$ cat config.mk
export PLATFORM = sky130hd
export DESIGN_NAME = apb_master_bridge_flat
export DESIGN_NICKNAME = d
export VERILOG_FILES = /design/src/rtl/apb_master_bridge_if.sv /design/src/rtl/apb_master_bridge.sv /design/src/flat_wrapper.sv
export SDC_FILE = /design/constraint.sdc
export NUM_CORES = 1
export LEC_CHECK = 0
export CORE_MARGIN = 5
export CORE_UTILIZATION = 48
export CTS_BUF_LIST = sky130_fd_sc_hd__clkbuf_4
export DETAILED_ROUTE_END_ITERATION = 8
export GPL_TIMING_DRIVEN = 0
export PLACE_DENSITY_LB_ADDON = 0.2
export SYNTH_ARGS = -nofsm -noshare
export SYNTH_HDL_FRONTEND = slang
export SYNTH_SLANG_ARGS = --single-unit
export TNS_END_PERCENT = 1
$ cat constraint.sdc
create_clock -name pclk -period 2.2 [get_ports pclk]
set_clock_uncertainty 0.05 [all_clocks]
set_input_delay 0.44 -clock pclk [delete_from_list [all_inputs] [get_ports pclk]]
set_output_delay 0.44 -clock pclk [all_outputs]
set_load 0.02 [all_outputs]
$ cat src/rtl/apb_master_bridge_if.sv
// apb_master_bridge_if: command/response port plus APB requester bus of the bridge
interface apb_master_bridge_if #(
  parameter int ADDR_WIDTH = 4,
  parameter int DATA_WIDTH = 8
);
  logic                  cmd_valid;
  logic                  cmd_ready;
  logic                  cmd_write;
  logic [ADDR_WIDTH-1:0] cmd_addr;
  logic [DATA_WIDTH-1:0] cmd_wdata;
  logic                  rsp_valid;
  logic [DATA_WIDTH-1:0] rsp_rdata;
  logic                  rsp_err;
  logic                  rsp_timeout;
  logic                  psel;
  logic                  penable;
  logic [ADDR_WIDTH-1:0] paddr;
  logic                  pwrite;
  logic [DATA_WIDTH-1:0] pwdata;
  logic [DATA_WIDTH-1:0] prdata;
  logic                  pready;
  logic                  pslverr;
  modport master (
    input  cmd_valid, cmd_write, cmd_addr, cmd_wdata, prdata, pready, pslverr,
    output cmd_ready, rsp_valid, rsp_rdata, rsp_err, rsp_timeout,
           psel, penable, paddr, pwrite, pwdata
  );
  modport slave (
    output cmd_valid, cmd_write, cmd_addr, cmd_wdata, prdata, pready, pslverr,
    input  cmd_ready, rsp_valid, rsp_rdata, rsp_err, rsp_timeout,
           psel, penable, paddr, pwrite, pwdata
  );
endinterface

$ cat src/rtl/apb_master_bridge.sv
// apb_master_bridge: turns valid/ready commands into APB SETUP/ACCESS transfers with timeout
module apb_master_bridge #(
  parameter int ADDR_WIDTH = 4,
  parameter int DATA_WIDTH = 8,
  parameter int TIMEOUT    = 16
) (
  input logic pclk,
  input logic presetn,
  apb_master_bridge_if.master bus
);
  localparam int CW = TIMEOUT > 1 ? $clog2(TIMEOUT) : 1;
  localparam logic [CW-1:0] LAST = CW'(TIMEOUT > 0 ? TIMEOUT - 1 : 0);
  typedef enum logic [1:0] {IDLE, SETUP, ACCESS} state_t;
  state_t state;
  logic [CW-1:0] cnt;
  assign bus.cmd_ready = state == IDLE;
  // transfer sequencer: every APB and response output is registered here
  always_ff @(posedge pclk or negedge presetn) begin
    if (!presetn) begin
      state           <= IDLE;
      cnt             <= '0;
      bus.psel        <= 1'b0;
      bus.penable     <= 1'b0;
      bus.paddr       <= '0;
      bus.pwrite      <= 1'b0;
      bus.pwdata      <= '0;
      bus.rsp_valid   <= 1'b0;
      bus.rsp_rdata   <= '0;
      bus.rsp_err     <= 1'b0;
      bus.rsp_timeout <= 1'b0;
    end else begin
      bus.rsp_valid <= 1'b0;
      case (state)
        IDLE: if (bus.cmd_valid) begin
          bus.paddr   <= bus.cmd_addr;
          bus.pwrite  <= bus.cmd_write;
          bus.pwdata  <= bus.cmd_wdata;
          bus.psel    <= 1'b1;
          bus.penable <= 1'b0;
          state       <= SETUP;
        end
        SETUP: begin
          bus.penable <= 1'b1;
          cnt         <= '0;
          state       <= ACCESS;
        end
        ACCESS: if (bus.pready) begin
          bus.psel        <= 1'b0;
          bus.penable     <= 1'b0;
          bus.rsp_valid   <= 1'b1;
          bus.rsp_rdata   <= bus.pwrite ? '0 : bus.prdata;
          bus.rsp_err     <= bus.pslverr;
          bus.rsp_timeout <= 1'b0;
          state           <= IDLE;
        end else if (TIMEOUT != 0 && cnt == LAST) begin
          bus.psel        <= 1'b0;
          bus.penable     <= 1'b0;
          bus.rsp_valid   <= 1'b1;
          bus.rsp_rdata   <= '0;
          bus.rsp_err     <= 1'b1;
          bus.rsp_timeout <= 1'b1;
          state           <= IDLE;
        end else
          cnt <= cnt + 1'b1;
        default: state <= IDLE;
      endcase
    end
  end
endmodule

$ cat src/flat_wrapper.sv
// flat-port wrapper written by rule: the top's interface ports become plain ports
module apb_master_bridge_flat 
#(
  parameter int ADDR_WIDTH = 4,
  parameter int DATA_WIDTH = 8,
  parameter int TIMEOUT    = 16
)
  (pclk, presetn, bus_cmd_valid, bus_cmd_write, bus_cmd_addr, bus_cmd_wdata, bus_prdata, bus_pready, bus_pslverr, bus_cmd_ready, bus_rsp_valid, bus_rsp_rdata, bus_rsp_err, bus_rsp_timeout, bus_psel, bus_penable, bus_paddr, bus_pwrite, bus_pwdata);
  apb_master_bridge_if #(.ADDR_WIDTH(ADDR_WIDTH), .DATA_WIDTH(DATA_WIDTH)) bus_i ();
  input logic pclk;
  input logic presetn;
  input wire logic [$bits(bus_i.cmd_valid)-1:0] bus_cmd_valid;
  input wire logic [$bits(bus_i.cmd_write)-1:0] bus_cmd_write;
  input wire logic [$bits(bus_i.cmd_addr)-1:0] bus_cmd_addr;
  input wire logic [$bits(bus_i.cmd_wdata)-1:0] bus_cmd_wdata;
  input wire logic [$bits(bus_i.prdata)-1:0] bus_prdata;
  input wire logic [$bits(bus_i.pready)-1:0] bus_pready;
  input wire logic [$bits(bus_i.pslverr)-1:0] bus_pslverr;
  output wire logic [$bits(bus_i.cmd_ready)-1:0] bus_cmd_ready;
  output wire logic [$bits(bus_i.rsp_valid)-1:0] bus_rsp_valid;
  output wire logic [$bits(bus_i.rsp_rdata)-1:0] bus_rsp_rdata;
  output wire logic [$bits(bus_i.rsp_err)-1:0] bus_rsp_err;
  output wire logic [$bits(bus_i.rsp_timeout)-1:0] bus_rsp_timeout;
  output wire logic [$bits(bus_i.psel)-1:0] bus_psel;
  output wire logic [$bits(bus_i.penable)-1:0] bus_penable;
  output wire logic [$bits(bus_i.paddr)-1:0] bus_paddr;
  output wire logic [$bits(bus_i.pwrite)-1:0] bus_pwrite;
  output wire logic [$bits(bus_i.pwdata)-1:0] bus_pwdata;
  assign bus_i.cmd_valid = bus_cmd_valid;
  assign bus_i.cmd_write = bus_cmd_write;
  assign bus_i.cmd_addr = bus_cmd_addr;
  assign bus_i.cmd_wdata = bus_cmd_wdata;
  assign bus_i.prdata = bus_prdata;
  assign bus_i.pready = bus_pready;
  assign bus_i.pslverr = bus_pslverr;
  assign bus_cmd_ready = bus_i.cmd_ready;
  assign bus_rsp_valid = bus_i.rsp_valid;
  assign bus_rsp_rdata = bus_i.rsp_rdata;
  assign bus_rsp_err = bus_i.rsp_err;
  assign bus_rsp_timeout = bus_i.rsp_timeout;
  assign bus_psel = bus_i.psel;
  assign bus_penable = bus_i.penable;
  assign bus_paddr = bus_i.paddr;
  assign bus_pwrite = bus_i.pwrite;
  assign bus_pwdata = bus_i.pwdata;
  apb_master_bridge #(.ADDR_WIDTH(ADDR_WIDTH), .DATA_WIDTH(DATA_WIDTH), .TIMEOUT(TIMEOUT)) u_core (.pclk(pclk), .presetn(presetn), .bus(bus_i));
endmodule
==> results <==
Yosys cell counts, drive strengths merged, types with 2 or more instances:
| library cell | n | area, um2 |
|---|---|---|
| o21ai | 2 | 10.01 |
| a31oi | 3 | 18.77 |
| inv | 4 | 17.52 |
| nor2 | 3 | 11.26 |
| and3 | 2 | 17.52 |
| mux2 | 13 | 180.2 |
| nand2 | 3 | 13.77 |
| a31o | 2 | 17.52 |
| dfrtp | 32 | 800.8 |
| buf | 3 | 42.54 |
| a22o | 8 | 70.07 |
metrics by stage:
stage	area, um2	utilization
floorplan	1330	-
global placement	1889	0.6971
detailed placement	1889	0.6971
CTS	1946	0.7179
global route	1941	0.7161
finish	1941	0.7161
where the power goes:
| group | internal (mW) | leakage, nW | total (mW) | switching (mW) |
|---|---|---|---|---|
| clock | 0.147 | 0.0338 | 0.341 | 0.194 |
| combinational | 0.777 | 0.426 | 1.40 | 0.619 |
| sequential | 0.838 | 0.397 | 0.992 | 0.155 |
worst paths after layout:
path / start / end / slack, ps / depth (start not counted)
max: u_core.state[1] / bus_cmd_ready / 180 / 3
min: presetn / u_core.bus.rsp_timeout / 70 / 1
max reg2reg: u_core.cnt[0] / u_core.cnt[3] / 610 / 4
min reg2reg: u_core.bus.rsp_rdata[2] / u_core.bus.rsp_rdata[2] / 460 / 1
max in group asynchronous: presetn / u_core.bus.pwdata[0] / 1580 / 1
min in group pclk: u_core.bus.rsp_rdata[2] / u_core.bus.rsp_rdata[2] / 460 / 1
logic make-up (layout without fill, tap and decap cells):
| logic type | after synthesis | count (layout) | synth area share |
|---|---|---|---|
| and+or+nand+nor | 14 | 14 | 0.06492 |
| AOI/OAI and AO/OA | 23 | 23 | 0.1355 |
| buffers and inverters | 7 | 67 | 0.04516 |
| muxes | 14 | 14 | 0.1430 |
| DFF | 32 | 32 | 0.6021 |
| adders and majority gates | 1 | 1 | 0.009406 |
state kept, by name (all words and copies together) (netlist names):
| register | cells |
|---|---|
| u_core.bus.paddr | 4 |
| u_core.bus.penable | 1 |
| u_core.bus.psel | 1 |
| u_core.bus.pwdata | 8 |
| u_core.bus.pwrite | 1 |
| u_core.bus.rsp_err | 1 |
| u_core.bus.rsp_rdata | 8 |
| u_core.bus.rsp_timeout | 1 |
| u_core.bus.rsp_valid | 1 |
| u_core.cnt | 4 |
| u_core.state | 2 |
metal layers:
metal | vias to the layer above | wire length, um | global-route usage
met4 | 0 | 49 | 0.06366
met5 | - | 0 | 0
met2 | 40 | 1293 | 0.2409
met1 | 469 | 1234 | 0.2093
met3 | 6 | 276 | 0.08273
li1 | 453 | - | -
layout make-up:
cell class	count	area, um2
clock inverters	1	3.754
plain buffers	3	42.54
flip-flops and latches	32	800.8
repair buffers	52	515.5
inverters	4	17.52
clock buffers	7	52.55
multi-input cells	52	469.2
well taps	31	38.79
fillers	202	769.5
==> flow_metrics.env <==
export IMPL_status="complete, no violations"
export IMPL_yosysSeqAreaShare=0.6021
export IMPL_ios=53
export IMPL_total_power_mw=2.729
export IMPL_hpwlAfterDp_um=2102
export IMPL_dpl_worst_slack_ps=69.93
export IMPL_grt_pass1_wl_um=5085
export IMPL_final_common_cell="clkdlybuf4s50_1"
export IMPL_syn_area_um2=1330
export IMPL_grt_max_degree=33
export IMPL_place_congestion=0.7415
export IMPL_drt_first_pass_iters=4
export IMPL_clk_insertion_delay_late_ps=340
export IMPL_clk_pin_slew_ps=100
export IMPL_finalHoldViolCount=0
export IMPL_powerDensity_nw_per_um2=1407
export IMPL_die_h_um=62.64
export IMPL_max_freq_mhz=494.8
export IMPL_nets=177
export IMPL_cts_buffers=5
export IMPL_clock_sinks=32
export IMPL_fin_tns_setup_ps=0
export IMPL_setup_viol=0
export IMPL_layout_common_cells="clkdlybuf4s50_1 (51), dfrtp_1 (32), mux2_4 (9), a22o_1 (8), clkbuf_4 (7)"
export IMPL_gr_total_overflow=0
export IMPL_min_period_ps=2021
export IMPL_dpl_cell_count=174
export IMPL_yosys_warnings=0
export IMPL_synth_ff_type="dfrtp_1"
export IMPL_htreeDepth=2
export IMPL_antenna_found_initial=0
export IMPL_worstSetupStartpointType="register"
export IMPL_min_path_type="in2async"
export IMPL_cp_arrival_ps=1530
export IMPL_worst_pin_slew_ps=677.6
export IMPL_instances_no_fill=182
export IMPL_hold_buffers=0
export IMPL_slew_headroom=0.5483
export IMPL_crit_type="reg2out"
export IMPL_fin_crit_sh=0.9187
export IMPL_synth_edf_count=0
export IMPL_ant_nets=0
export IMPL_antenna_cells=0
export IMPL_cts_tree="built"
export IMPL_cts_resized=0
export IMPL_synth_cells=91
export IMPL_vias=968
export IMPL_maxCapViolCount=0
export IMPL_rsz0062_at_grt="false"
export IMPL_cp_end_kind="output port"
export IMPL_fin_worst_hold_slack_ps=73.65
export IMPL_worst_path_max_delay_cell="clkdlybuf4s50_1"
export IMPL_cts_setup_buffers=0
export IMPL_crit_chain="buf_6 -> nor2_1 -> clkdlybuf4s50_1"
export IMPL_grt_pass1_vias=1044
export IMPL_viasPerCell=5.319
export IMPL_die_area_um2=3924
export IMPL_ir_worst_vdd_mv=1.009
export IMPL_cp_top_family="buffers and inverters"
export IMPL_fin_ws_ps=178.9
export IMPL_clockBufferDepth=2
export IMPL_synth_distinct_cells=33
export IMPL_core_area_um2=2710
export IMPL_async_flop_share=1.000
export IMPL_finalMaxSlewViolations=0
export IMPL_cts_root_buf="clkbuf_4"
export IMPL_port_buffers=52
export IMPL_wl_per_cell_um=15.68
export IMPL_synth_nets=118
export IMPL_layout_drive_gt1_share=0.2053
export IMPL_p_leak_nw=0.8573
export IMPL_routed_wl_um=2853
export IMPL_drc=0
export IMPL_synth_seq_cells=32
export IMPL_fp_row_count=19
export IMPL_globalRouteTotalUtil=0.1653
export IMPL_cpPeakStageDelay_ps=600
export IMPL_drt_iter0_drc=15
export IMPL_syn_to_final_growth_pct=45.91
export IMPL_die_w_um=62.64
export IMPL_cp_buffers_inverters=2
export IMPL_initial_core_util=0.4908
export IMPL_avgSynthCellArea_um2=14.62
export IMPL_required_ps=1710
export IMPL_worst_path_max_fanout=9
No activity file was read; power rests on OpenSTA's default activity.
